`src/rtl/pc_pkg.sv`:
```
// pc_pkg
// Shared constants, types and helpers for the program-counter redirect unit.
//   INSN_BYTES       : fetch step per sequential instruction
//   DEFAULT_RESET_PC : PC value after reset unless overridden
//   pend_t           : pending-redirect record {valid, idx, tgt} for the
//                      default configuration (W = 32, NSRC = 2)
//   idx_width()      : clog2(NSRC) with a floor of 1 bit
package pc_pkg;

   localparam int          INSN_BYTES       = 4;
   localparam logic [31:0] DEFAULT_RESET_PC = 32'h0000_0000;
   localparam int          DEFAULT_W        = 32;
   localparam int          DEFAULT_NSRC     = 2;

   // A single source still needs one index bit so the record never collapses
   // to a zero-width field.
   function automatic int idx_width(input int n);
      return (n <= 1) ? 1 : $clog2(n);
   endfunction

   localparam int DEFAULT_IW = idx_width(DEFAULT_NSRC);

   typedef struct packed {
      logic                  valid;
      logic [DEFAULT_IW-1:0] idx;
      logic [DEFAULT_W-1:0]  tgt;
   } pend_t;

endpackage

```
`src/rtl/pc_redirect_arb.sv`:
```
// pc_redirect_arb
// Combinational fixed-priority select across the redirect sources.
// Source 0 belongs to the oldest pipeline stage and has the highest priority.
// Ports:
//   valid     in  NSRC     per-source redirect request
//   target    in  NSRC*W   packed targets, source i at [i*W +: W]
//   any_valid out 1        at least one request is present
//   sel_idx   out IW       index of the winning source
//   sel_tgt   out W        target of the winning source
module pc_redirect_arb
   import pc_pkg::*;
#(
   parameter int W    = 32,
   parameter int NSRC = 2,
   parameter int IW   = idx_width(NSRC)
) (
   input  logic [NSRC-1:0]   valid,
   input  logic [NSRC*W-1:0] target,
   output logic              any_valid,
   output logic [IW-1:0]     sel_idx,
   output logic [W-1:0]      sel_tgt
);

   // Walking from the highest index down lets each lower-index request
   // overwrite the previous choice, so the lowest asserted index wins.
   always_comb begin
      any_valid = 1'b0;
      sel_idx   = '0;
      sel_tgt   = '0;
      for (int i = NSRC - 1; i >= 0; i--) begin
         if (valid[i]) begin
            any_valid = 1'b1;
            sel_idx   = IW'(i);
            sel_tgt   = target[i*W +: W];
         end
      end
   end

endmodule

```
`src/rtl/pc_redirect_unit.sv`:
```
// pc_redirect_unit
// Fetch-address generator at the head of IF. Handles NSRC prioritised
// redirects, holds a redirect that arrives under stall until release, and
// drives a flush pulse chain for the downstream stages.
// Optional feature macro: PC_ALIGN_CHECK_EN
//   defined   : committed targets are forced to 4-byte alignment and
//               misalign pulses for one cycle after such a commit
//   undefined : targets are used as-is, misalign is constant 0
// Ports:
//   clk, rst      core clock; synchronous active-high reset
//   stall         hold the PC
//   redir_valid   per-source redirect requests
//   redir_target  packed per-source targets
//   pc            registered fetch PC
//   pending       a redirect is latched waiting for stall release
//   flush         flush[k] pulses k+1 cycles after a commit
//   misalign      alignment-fault pulse
module pc_redirect_unit
   import pc_pkg::*;
#(
   parameter int             W           = 32,
   parameter logic [W-1:0]   RESET_PC    = W'(DEFAULT_RESET_PC),
   parameter int             NSRC        = 2,
   parameter int             FLUSH_DEPTH = 2
) (
   input  logic                   clk,
   input  logic                   rst,
   input  logic                   stall,
   input  logic [NSRC-1:0]        redir_valid,
   input  logic [NSRC*W-1:0]      redir_target,
   output logic [W-1:0]           pc,
   output logic                   pending,
   output logic [FLUSH_DEPTH-1:0] flush,
   output logic                   misalign
);

   localparam int IW = idx_width(NSRC);

   typedef struct packed {
      logic          valid;
      logic [IW-1:0] idx;
      logic [W-1:0]  tgt;
   } latch_t;

   logic                   any_valid;
   logic [IW-1:0]          sel_idx;
   logic [W-1:0]           sel_tgt;
   latch_t                 pend_q;
   latch_t                 pend_d;
   logic                   commit;
   logic [W-1:0]           commit_raw;
   logic [W-1:0]           commit_tgt;
   logic [W-1:0]           pc_q;
   logic [FLUSH_DEPTH-1:0] flush_q;

   pc_redirect_arb #(
      .W    (W),
      .NSRC (NSRC),
      .IW   (IW)
   ) u_arb (
      .valid     (redir_valid),
      .target    (redir_target),
      .any_valid (any_valid),
      .sel_idx   (sel_idx),
      .sel_tgt   (sel_tgt)
   );

   // Decide whether this cycle commits a redirect and what the pending latch
   // becomes. Under stall a new redirect only displaces a held one when it
   // comes from the same or an older stage. On release the held and the new
   // redirect compete by index (tie goes to the new one) and the latch empties
   // either way, because a younger redirect is made moot by an older one.
   always_comb begin
      commit     = 1'b0;
      commit_raw = '0;
      pend_d     = pend_q;
      if (stall) begin
         if (any_valid && (!pend_q.valid || sel_idx <= pend_q.idx)) begin
            pend_d.valid = 1'b1;
            pend_d.idx   = sel_idx;
            pend_d.tgt   = sel_tgt;
         end
      end else begin
         pend_d = '0;
         if (pend_q.valid && any_valid) begin
            commit     = 1'b1;
            commit_raw = (sel_idx <= pend_q.idx) ? sel_tgt : pend_q.tgt;
         end else if (pend_q.valid) begin
            commit     = 1'b1;
            commit_raw = pend_q.tgt;
         end else if (any_valid) begin
            commit     = 1'b1;
            commit_raw = sel_tgt;
         end
      end
   end

`ifdef PC_ALIGN_CHECK_EN
   logic misalign_q;

   // Alignment is judged on the target actually committed, not the one that
   // was latched, so a superseded misaligned target never raises a fault.
   always_comb begin
      commit_tgt = {commit_raw[W-1:2], 2'b00};
   end

   always_ff @(posedge clk) begin
      if (rst) begin
         misalign_q <= 1'b0;
      end else begin
         misalign_q <= commit && (commit_raw[1:0] != 2'b00);
      end
   end

   assign misalign = misalign_q;
`else
   always_comb begin
      commit_tgt = commit_raw;
   end

   assign misalign = 1'b0;
`endif

   // PC register, pending latch and flush chain. The flush chain shifts every
   // cycle, even under stall; downstream stages hold the pulse themselves.
   always_ff @(posedge clk) begin
      if (rst) begin
         pc_q    <= RESET_PC;
         pend_q  <= '0;
         flush_q <= '0;
      end else begin
         pend_q  <= pend_d;
         flush_q <= FLUSH_DEPTH'({flush_q, commit});
         if (commit) begin
            pc_q <= commit_tgt;
         end else if (!stall) begin
            pc_q <= pc_q + W'(INSN_BYTES);
         end
      end
   end

   assign pc      = pc_q;
   assign pending = pend_q.valid;
   assign flush   = flush_q;

endmodule

```
`config.mk`:
```
export PLATFORM = sky130hd
export DESIGN_NAME = pc_redirect_unit
export DESIGN_NICKNAME = d
export VERILOG_FILES = /design/src/rtl/pc_pkg.sv /design/src/rtl/pc_redirect_arb.sv /design/src/rtl/pc_redirect_unit.sv
export SDC_FILE = /design/constraint.sdc
export NUM_CORES = 1
export LEC_CHECK = 0
export CAP_MARGIN = 30
export CORE_MARGIN = 5
export CORE_UTILIZATION = 52
export DETAILED_ROUTE_END_ITERATION = 16
export HOLD_SLACK_MARGIN = 0.08
export PLACE_DENSITY = 0.85
export SLEW_MARGIN = 30
export SYNTH_ARGS = -nofsm -noshare
export SYNTH_HDL_FRONTEND = slang
export SYNTH_SLANG_ARGS = --single-unit
```
`constraint.sdc`:
```
create_clock -name clk -period 5.7 [get_ports clk]
set_clock_uncertainty 0.15 [all_clocks]
set_input_delay 0.57 -clock clk [delete_from_list [all_inputs] [get_ports clk]]
set_output_delay 0.57 -clock clk [all_outputs]
set_load 0.1 [all_outputs]
```
# Yosys cells after proc, flatten, opt, wreduce, memory -nomap -nowiden
# Cells that the tools add are included.
[word_totals]
out_inout_bits = 36
word_cells = 30
register_bits = 68
input_bits = 69
[classes]
n_mux = 16
addsub = 1
magnitude_cmp = 1
reduce_logical = 5
n_bitwise = 1
n_eq_ne = 1
[ops]
columns = ["operator", "n"]
rows = [
  ["32-bit two-way mux", 9],
  ["32-bit by 3-bit adder with 32-bit output (second input constant)", 1],
  ["1-bit two-way mux", 7],
  ["1-bit logical AND", 2],
  ["2-bit by 1-bit inequality test with 1-bit output (second input constant)", 1],
  ["2-bit OR reduction", 1],
  ["1-bit less-or-equal comparator", 1],
  ["1-bit zero test", 1],
  ["1-bit logical OR", 1],
  ["1-bit inverter", 1],
]

# Logic depth before layout (Yosys ltp)
# Gate-level depths: netlist of run 1.
[logic_depth]
ltp_word = 7
ltp_mapped = 8
mapped_depth_nobuf = 6

# Hierarchy
# Synthesis of run 1 repeated with hierarchy kept, for this count alone.
[unflattened]
cells_unflattened = 487
hier_area_um2 = 3802.4
[modules_own_cells]
columns = ["module", "area_each_um2", "cells_per_inst", "seq_area_each_um2", "n_inst"]
rows = [
  ["pc_redirect_unit", 3433.3, 442, 1361.3, 1],
  ["pc_redirect_arb", 369.1, 45, 0.0, 1],
]

# Worst setup path before layout of run 1
# No wires, ideal clock.
[synth_timing]
path_kind = "flip-flop to flip-flop"
start = "reg pc_q[11] (netlist: pc[11])"
end = "reg pc_q[27] (netlist: pc[27])"
required_time_ns = 5.483
arrival_time_ns = 2.411
setup_ns = 0.067
synth_period_minus_slack_ns = 2.628
path_buffers = 0
slack_ns = 3.072
path_stages_with_launch = 6
path_cell_list = "dfxtp_1 nand4_4 nor4_4 nand4_1 or4_1 nand4_1"
[synth_via]
elab_chain_cells = 3
[synth_rtl]
columns = ["element", "line_no", "source"]
rows = [
  ["start, declared", "pc_redirect_unit.sv:53", "logic [W-1:0] pc_q;"],
  ["start signal, assigned", "pc_redirect_unit.sv:135", "pc_q <= commit_tgt;"],
  ["start signal, assigned", "pc_redirect_unit.sv:137", "pc_q <= pc_q + W'(INSN_BYTES);"],
  ["32-bit by 3-bit adder with 32-bit output", "pc_redirect_unit.sv:137", ""],
  ["32-bit two-way mux", "pc_redirect_unit.sv:136", "end else if (!stall) begin"],
  ["32-bit two-way mux", "pc_redirect_unit.sv:134", "if (commit) begin"],
]
# No other way between the ends. The select of a mux whose other input is x is not followed.
# A chain may end at the register's enable or synchronous reset.

# Final worst setup path of run 1
[layout_timing]
start = "in redir_valid[0]"
end = "reg pc_q[20] (netlist: pc[20])"
[layout_via]
elab_chain_cells = 6
word_cells_on_any_way = 16
cone_classes = "order compare: 1; eq/ne: 1; mux: 13; reduce/logical: 1"
[layout_rtl]
columns = ["element", "line_no", "source"]
rows = [
  ["start, declared", "pc_redirect_unit.sv:29", "input logic [NSRC-1:0] redir_valid,"],
  ["1-bit two-way mux or 32-bit two-way mux (tied branches)", "pc_redirect_arb.sv:31", "if (valid[i]) begin"],
  ["1-bit two-way mux (tied with other cells)", "pc_redirect_unit.sv:91", "end else if (any_valid) begin"],
  ["1-bit two-way mux (tied with other cells)", "pc_redirect_unit.sv:88", "end else if (pend_q.valid) begin"],
  ["1-bit two-way mux or 32-bit two-way mux (tied branches)", "pc_redirect_unit.sv:85", "if (pend_q.valid && any_valid) begin"],
  ["1-bit two-way mux or 32-bit two-way mux (tied branches)", "pc_redirect_unit.sv:77", "if (stall) begin"],
  ["2-bit by 1-bit inequality test with 1-bit output (no line) or 32-bit two-way mux (tied branches)", "-", ""],
]
# Parallel ways exist; a longest one is shown, timed or not.

==> run_results.csv, run 1 <==
group,metric,value,unit
setup_path,worstPathRequired,5820,ps
sta,fin_tns_setup,0,ps
place,place_hpwl,9490,µm
route,vias_per_cell,6.51,
die,io_pins,105,
place,io_buffers,103,
setup_path,startpoint_type,"input pin",
synthesis,synth_seq_area_share,0.356,
global_routing,antenna_found_initial,0,
synthesis,syn-num-nets,567,
synthesis,ys_seq_elements,68,
die,rows,31,
synthesis,ys_types,58,
sta,fmax,289,MHz
route,drc_errors,0,
power,switchingPower,478,µW
sta,slew_viol_final,0,
synthesis,synthFlopType,"dfxtp_1",
synthesis,ys_warn_count,0,
cts,cts_made_buffers,9,
worst_hold_path,hold_class,"flip-flop to flip-flop",
sta,min_period,3460,ps
cts,cts_sinks,68,
finish,final_common_cell,"clkdlybuf4s50_1",
power,leakagePower,1.81,nW
finish,antenna_cells,0,
synthesis,async_flop_share,0,
sta,fin_crit_sh,0.607,
power,intPower,783,µW
cts,clock_latency,350,ps
global_routing,grt_overflow,0,
global_routing,grt_pass1_vias,4206,
synthesis,avgSynthCellArea,7.68,µm²
cts,h-tree-depth,3,
route,drtIter0Drc,497,
finish,area_delta_synth_final,32.1,%
power,swShare,0.379,
setup_path,r2r-start,"pending$_SDFFE_PP0P_",
synthesis,synth_cells,497,
global_routing,track_usage,0.296,
sta,setup_viol,0,
power,irDropWorstVdd,121,µV
route,wl_per_cell,19.3,µm
synthesis,synth_edf_count,0,
route,drt-pass1-iter-count,5,
sta,final.setup.worst_slack,2240,ps
power,power.density,250,nW/µm²
die,die_area,9160,µm²
setup_path,rrSetupSlack,3020,ps
setup_path,crit_arrival,3580,ps
cts,hold_buffers,0,
die,initial_utilization,0.529,
setup_path,crit_path_end_kind,"flip-flop",
cts,ctsResizeCount,0,
finish,finalNetCount,648,
setup_path,cp-startpoint,"redir_valid[0]",
sta,rsz0062_at_grt,"false",
power,seqPwrFrac,0.423,
die,core_area,7210,µm²
global_routing,grt_pass1_wl,21300,µm
cts,clock-root-buffer,"clkbuf_8",
global_routing,grt_start_max_net_pins,46,
route,drtAntennaViolNets,0,
die,die_x,95.7,µm
run,maxCapViolCount,0,
finish,drive_above_1_share,0.0583,
place,gp_congestion,0.957,
power,comb_power_share,0.285,
cts,cts_tree,"built",
finish,final_cell_mix,"clkdlybuf4s50_1 (103), dfxtp_1 (68), nor2_1 (65), a21oi_1 (42), nand2_1 (40)",
route,wirelength,13200,µm
synthesis,syn_area,3820,µm²
sta,finalHoldViolCount,0,
cts,postCtsSetupBuffers,0,
power,clockPowerShare,0.292,
sta,slew_headroom,0.339,
setup_path,worstPathMaxFanout,28,
sta,tightest_slew,989,ps
cts,max-clock-path-buffers,2,
cts,path_clk_slew,80,ps
die,die_y,95.7,µm
worst_hold_path,min_from,"flush[0]$_SDFF_PP0_",
place,preCtsSetupSlack,1960,ps
setup_path,worstSetupPathType,"input pin to flip-flop",
route,vias,4441,
status,status,"complete, no violations",
## cell families (layout without fill, tap and decap cells)
family / count (synthesis) / count (layout) / synth area share
flops: 68 / 68 / 0.356
other cells: 1 / 1 / 0.000982
fa+ha+maj: 1 / 1 / 0.00328
compound gates: 171 / 171 / 0.312
buf+inv: 53 / 139 / 0.0560
mux: 7 / 7 / 0.0183
simple gates: 196 / 196 / 0.253
## through the flow
stage	power, mW	hold WS, ps	area, µm²	utilization	instances
final	1.26	316	5050	0.699	682
after floorplan	0.775	282	3820	-	497
after global routing	1.30	341	5050	0.699	682
after detailed placement	0.897	306	4870	0.675	666
after global placement	0.890	295	4850	0.673	665
after CTS	1.25	317	5050	0.699	682
## final timing paths
check / endpoint / depth (start not counted)
max: pc[20]$_SDFFE_PP0P_ / 6
min: flush[1]$_SDFF_PP0_ / 1
max reg2reg: pc[25]$_SDFFE_PP0P_ / 6
min reg2reg: flush[1]$_SDFF_PP0_ / 1
## cell type report
| cell class | count | area [µm²] |
|---|---|---|
| Clock buffer | 9 | 124 |
| Clock inverter | 7 | 52.6 |
| Fill cell | 598 | 2170 |
| Inverter | 14 | 52.6 |
| Multi-Input combinational cell | 376 | 2250 |
| Sequential cell | 68 | 1360 |
| Tap cell | 99 | 124 |
| Timing Repair Buffer | 109 | 1080 |
## critical path: stages
cell	delay, ps
clkdlybuf4s50_1	1070
inv_1	460
nand2b_1	580
o22ai_1	150
or4_1	480
a211oi_1	260
## routing by layer
layer / vias up / share of wire / track usage
met5: - / 0 / 0
met4: 0 / 0.025 / 0.111
met3: 44 / 0.11 / 0.0688
met2: 322 / 0.47 / 0.476
met1: 2031 / 0.39 / 0.386
li1: 2044 / - / -
## registers in the layout, indices dropped and copies added (netlist names)
| register | flops |
|---|---|
| pending | 1 |
| pc | 32 |
| pend_q | 33 |
| flush | 2 |
## cells in the mapped netlist (all sizes together), types with 4 or more instances
cell | count | area [µm²]
dfxtp | 68 | 1360
nor2 | 66 | 250
a21oi | 42 | 210
nand2 | 40 | 150
nand3 | 26 | 135
clkbuf | 23 | 86.3
o21ai | 21 | 105
nor3 | 18 | 90.1
a211oi | 16 | 120
buf | 16 | 75.1
inv | 13 | 48.8
a22oi | 12 | 90.1
nand4 | 10 | 77.6
o32ai | 9 | 78.8
a311oi | 8 | 70.1
a31oi | 8 | 50.1
and3 | 8 | 50.1
a221oi | 7 | 61.3
mux2i | 7 | 70.1
and2 | 6 | 37.5
o22ai | 6 | 37.5
a21o | 5 | 37.5
nor4 | 5 | 61.3
o211ai | 5 | 37.5
nand2b | 4 | 25.0
nor2b | 4 | 25.0
o221a | 4 | 45.0
## power groups by stage
| stage | registers (mW) | logic, mW | clock network, mW |
|---|---|---|---|
| floorplan | 0.654 | 0.121 | 0 |
| global placement | 0.541 | 0.349 | 0 |
| detailed placement | 0.543 | 0.354 | 0 |
| CTS | 0.531 | 0.356 | 0.362 |
| global route | 0.537 | 0.380 | 0.388 |
| finish | 0.533 | 0.359 | 0.368 |
(Power assumes the default switching activity.)
==> inputs of run 2 (changes only) <==
Settings changed: CORE_UTILIZATION 52 to 44, PLACE_DENSITY 0.85 to 0.77.
Clock period 5.7 ns to 2.9 ns, I/O delays scaled along.
==> run 2 against run 1 <==
Net effect: sequential share of layout area fell by 0.84 points; final cell count rose by 4.7%; sequential cell count did not move; total power rose by 120%; via count rose by 2.1%; clock power rose to 2.7 times the previous value; register-to-register slack got worse by 2600 ps; clock-buffer cell count rose by 1; critical path depth did not move; die area rose by 16%; hold slack got worse by 4.8 ps.
==> run_results.csv, run 2 (same netlist as run 1, synthesis figures left out) <==
group,metric,value,unit
status,status,"complete, no violations",
global_routing,antenna_found_initial,0,
route,vias,4536,
finish,regMostFlops,"pend_q",
setup_path,crit_arrival,2530,ps
cts,cts_made_buffers,9,
sta,slew_viol_final,0,
die,initial_utilization,0.444,
die,rows,34,
route,vias_per_cell,6.35,
worst_hold_path,hold_end,"pend_q[11]$_SDFFE_PP0P_",
power,clockPowerShare,0.355,
sta,fin_tns_setup,0,ps
power,irDropWorstVdd,256,µV
sta,slew_headroom,0.606,
power,power.density,528,nW/µm²
cts,ctsResizeCount,0,
setup_path,rr_endpoint,"pc[17]$_SDFFE_PP0P_",
power,intPower,1.83,mW
route,drc_errors,0,
sta,finalHoldViolCount,0,
cts,postCtsSetupBuffers,0,
power,leakagePower,2.01,nW
cts,hold_buffers,0,
die,die_area,10600,µm²
cts,cts_sinks,68,
finish,final_cell_mix,"dfxtp_1 (68), clkdlybuf4s50_1 (68), nor2_1 (65), buf_4 (64), a21oi_1 (42)",
cts,clock_latency,350,ps
power,seqPwrFrac,0.381,
finish,finalNetCount,671,
die,die_y,103,µm
place,postPlaceCellArea,4960,µm²
finish,design_area,5210,µm²
die,die_x,103,µm
worst_hold_path,hold_class,"flip-flop to flip-flop",
place,io_buffers,103,
die,core_area,8590,µm²
setup_path,worstPathMaxFanout,11,
sta,min_period,2430,ps
power,comb_power_share,0.264,
route,drt-pass1-iter-count,7,
worst_hold_path,hold_depth,2,
sta,fmax,411,MHz
global_routing,grt_start_max_net_pins,32,
sta,fin_crit_sh,0.839,
finish,antenna_cells,0,
setup_path,startpoint_type,"flip-flop",
global_routing,grt_pass1_wl,21600,µm
cts,clock-root-buffer,"clkbuf_8",
sta,rsz0062_at_grt,"false",
setup_path,crit_path_end_kind,"flip-flop",
finish,largest_register_ffs,33,
setup_path,worstSetupPathType,"flip-flop to flip-flop",
power,swShare,0.336,
worst_hold_path,min_from,"pend_q[11]$_SDFFE_PP0P_",
finish,drive_above_1_share,0.152,
route,wl_per_cell,19.3,µm
route,wirelength,13800,µm
finish,area_delta_synth_final,36.4,%
sta,tightest_slew,591,ps
power,switchingPower,922,µW
global_routing,grt_overflow,0,
place,gp_congestion,1.02,
global_routing,track_usage,0.262,
global_routing,grt_pass1_vias,4203,
sta,setup_viol,0,
setup_path,worst-r2r-cell-count,6,
cts,cts_tree,"built",
cts,path_clk_slew,80,ps
cts,max-clock-path-buffers,2,
cts,h-tree-depth,3,
route,drtIter0Drc,578,
setup_path,r2r-start,"pending$_SDFFE_PP0P_",
route,drtAntennaViolNets,0,
setup_path,worstPathRequired,3000,ps
run,maxCapViolCount,0,
place,place_hpwl,10200,µm
die,io_pins,105,
setup_path,rrSetupSlack,470,ps
==> run 2: through the flow <==
| stage | power (mW) | worst slack, ps | utilization | hold WS [ps] | std cells |
|---|---|---|---|---|---|
| 2_1_floorplan | 1.52 | 272 | - | 282 | 497 |
| 3_3_place_gp | 1.77 | 306 | 0.577 | 292 | 698 |
| 3_5_place_dp | 1.78 | 224 | 0.577 | 297 | 698 |
| 4_1_cts | 2.74 | 584 | 0.606 | 307 | 714 |
| 5_1_grt | 2.85 | 417 | 0.606 | 322 | 714 |
| 6_report | 2.75 | 466 | 0.606 | 311 | 714 |
==> run 2: power groups by stage <==
stage | clock [mW] | sequential (mW) | combinational (mW)
after detailed placement | 0 | 1.07 | 0.717
after floorplan | 0 | 1.28 | 0.238
final | 0.976 | 1.05 | 0.725
after global placement | 0 | 1.07 | 0.709
after global routing | 1.03 | 1.05 | 0.762
after CTS | 0.977 | 1.05 | 0.718
==> run 2: layer usage <==
metal | vias to the layer above | share of wire | GRT usage
met5 | - | 0 | 0
met4 | 0 | 0.036 | 0.122
met3 | 51 | 0.11 | 0.0568
met2 | 306 | 0.46 | 0.407
met1 | 2102 | 0.40 | 0.346
li1 | 2077 | - | -
==> run 2: worst max-delay path, cell delays in order, from the launching register on <==
cell      delay, ps
dfxtp_1         520
a21bo_2         310
nand2b_1        340
o21ai_0         520
buf_4           200
a21oi_1          40
o221a_2         260
==> run 2: how the worst max path moves through the flow <==
stage                              start             endpoint  slack [ps]  cells after the start
global route        pending$_SDFFE_PP0P_  pc[17]$_SDFFE_PP0P_         420                      7
CTS                 pending$_SDFFE_PP0P_  pc[17]$_SDFFE_PP0P_         580                      6
global placement          redir_valid[1]  pc[17]$_SDFFE_PP0P_         310                      7
floorplan            pc[11]$_SDFFE_PP0P_  pc[27]$_SDFFE_PP0P_         270                      5
finish              pending$_SDFFE_PP0P_  pc[17]$_SDFFE_PP0P_         470                      6
detailed placement        redir_valid[1]  pc[17]$_SDFFE_PP0P_         220                      7
==> run 2: cell type report <==
type | count | area (µm²)
clock buffer | 10 | 138
timing repair buffer | 132 | 1160
clock inverter | 6 | 111
multi-input combinational | 376 | 2250
sequential | 68 | 1360
fill | 764 | 3390
tap | 108 | 135
inverter | 14 | 52.6
==> RTL change: new RTL, flow settings as in run 2 <==
The option `PC_ALIGN_CHECK_EN` is turned on by a define.
--- a/src/rtl/pc_redirect_unit.sv
+++ b/src/rtl/pc_redirect_unit.sv
@@ -15,6 +15,8 @@
 //   pending       a redirect is latched waiting for stall release
 //   flush         flush[k] pulses k+1 cycles after a commit
 //   misalign      alignment-fault pulse
+`define PC_ALIGN_CHECK_EN
+
 module pc_redirect_unit
    import pc_pkg::*;
 #(
Formal check against the unedited RTL: not equivalent (Yosys sat finds a counterexample within 4 cycles, from zero or initial values and one cycle with rst high).
==> RTL change against run 2 <==
  * Worst setup slack better by 0.14 ns
  * Critical path depth unchanged
  * Design area down 2.8%
  * Via count down 5.5%
  * Area after synthesis down 1.5%
  * Final cell count down 2.8%
  * Sequential cell count down 1
  * Power down 3.4%
  * Routed wire length down 7.5%
  * Critical path type unchanged
  * Highest routed layer unchanged
==> RTL change: results (changes against run 2) <==
[metrics] result of the run: finished, final reports clean
[metrics] top cells by area in the synthesized netlist: sky130_fd_sc_hd__dfxtp_1 36%, sky130_fd_sc_hd__nor2_1 7.0%, sky130_fd_sc_hd__a21oi_1 5.3%
[metrics] class of the tightest hold or removal check: flop to flop
[metrics] DP Cell Count: 678 (-2.9%)
[metrics] VDD IR max: 0.000216 V (-15%)
[metrics] placement-stage cell area: 4820 sq um (-2.8%)
[metrics] non-filler cells, final: 694 (-2.8%)
[metrics] delay of the slowest cell on the worst path: 0.47 ns (-0.05 ns)
[metrics] # resized after CTS: 0 (unchanged)
[metrics] multi-input combinational cell area: 2210 sq um (-1.6%)
[metrics] DP Wirelength: 9510 microns (-7.1%)
[metrics] Cell variety after synth: 62 (+6.9%)
[metrics] antenna violations before repair: 0 (unchanged)
[metrics] Detailed Routing Iterations Pass 1: 5 (-2)
[metrics] fraction of layout cells with a size suffix above 1: 13.2% (-1.9 points)
[metrics] Synth top cells by count: 70 x sky130_fd_sc_hd__nor2_1, 67 x sky130_fd_sc_hd__dfxtp_1, 40 x sky130_fd_sc_hd__a21oi_1, 40 x sky130_fd_sc_hd__nand2_1, 22 x sky130_fd_sc_hd__a22oi_1
[metrics] static power due to leakage: 1.92 nW (-4.5%)
[metrics] number of nets in the layout: 654 (-2.5%)
[metrics] via count of the first global-routing pass: 3975 (-5.4%)
[metrics] met2 usage: 37.3% (-3.3 points)
[metrics] via count: 4285 (-5.5%)
[metrics] largest net degree at the start of global routing: 42 (+31%)
[metrics] wire length of the first global-routing pass: 20400 microns (-5.7%)
[metrics] max reg flops: 33 (unchanged)
[metrics] PortBufs: 102 (-0.97%)
[metrics] Synth Warn #: 0 (unchanged)
[metrics] count of routing violations after the opening detailed-route iteration: 351 (-39%)
[metrics] Worst Path Max Fanout: 6 (-5)
[metrics] routed wire length per instance: 18.4 microns (-4.8%)
[metrics] Place WS: 0.422 ns (+0.198 ns)
[metrics] number of standard cells after synthesis: 491 (-1.2%)
[metrics] Max Cap Viol: 0 (unchanged)
[metrics] final RePlAce weighted congestion: 0.934 (-8.4%)
[metrics] clock insertion delay at the later pin of the skew report: 0.35 ns (about the same)
[metrics] arrival time of data at the critical path endpoint: 2.35 ns (-0.18 ns)
[metrics] post-synthesis sequential area ratio: 35.7% (about the same)
[metrics] Bufs on Longest Clock Path: 2 (unchanged)
[metrics] met3 layer usage reported by global route: 4.85% (-0.84 points)
[metrics] Clock transition at path regs: 0.07 ns
[metrics] GRT met1 Usage: 34.9% (+0.23 points)
[metrics] Filler Cells Inserted: 767 (+0.39%)
[metrics] GRT Total Usage: 24.7% (-1.4 points)
[RTL change: cell count changes after synthesis, moves of 5 or more]
cell / change
sky130_fd_sc_hd__and4_1: +7
sky130_fd_sc_hd__o22ai_1: -5
sky130_fd_sc_hd__nor2_1: +5
sky130_fd_sc_hd__a211oi_1: +5
sky130_fd_sc_hd__a22oi_1: +10
sky130_fd_sc_hd__a221oi_1: -5
sky130_fd_sc_hd__o32ai_1: -5
sky130_fd_sc_hd__nand3_1: -10
[RTL change: metal layers]
layer	up-vias	part of all wire, %
met3	18	8.8
met2	217	46
li1	2030	-
met5	-	0
met1	2020	44
met4	0	1.7
[RTL change: final cells by class]
class / count / share of cell area [%]
clock buffers: 10 / 2.52
clock inverters: 6 / 2.25
inverters: 10 / 0.741
multi-input cells: 374 / 43.7
flip-flops and latches: 67 / 26.5
well taps: 105 / 2.60
repair buffers: 122 / 21.7
[RTL change: final timing paths]
path	start	to	slack [ns]	depth (start not counted)
max	pc[2]	pc[30]	0.60	6
min	pend_q[3]	pend_q[3]	0.31	2
max reg2reg	pc[2]	pc[30]	0.60	6
min reg2reg	pend_q[3]	pend_q[3]	0.31	2
[RTL change: logic make-up (layout without fill, tap and decap cells)]
logic type	Yosys count	count (layout)	share of synthesized area (%)
buffers and inverters	51	148	5.69
xor gates and xnor gates	1	1	0.233
muxes	7	7	1.86
DFF	67	67	35.7
adders and majority gates	1	1	0.333
and+or+nand+nor	198	198	25.7
other	1	2	0.0997
AOI/OAI and AO/OA	165	165	30.4
[RTL change: worst max-delay path, delay by kind of cell, from the launching register on]
family	cells	cell delay (ns)
AND/OR/NAND/NOR	3	0.91
flip-flops	1	0.47
adder cells (fa/ha/maj)	1	0.25
buffers and inverters	1	0.19
AO/OA/AOI/OAI	1	0.19
[RTL change: power breakdown]
| group | internal, mW | total [mW] | switching, mW |
|---|---|---|---|
| clock network | 0.573 | 0.959 | 0.386 |
| logic | 0.225 | 0.668 | 0.443 |
| registers | 0.969 | 1.03 | 0.0600 |
| total | 1.77 | 2.66 | 0.888 |
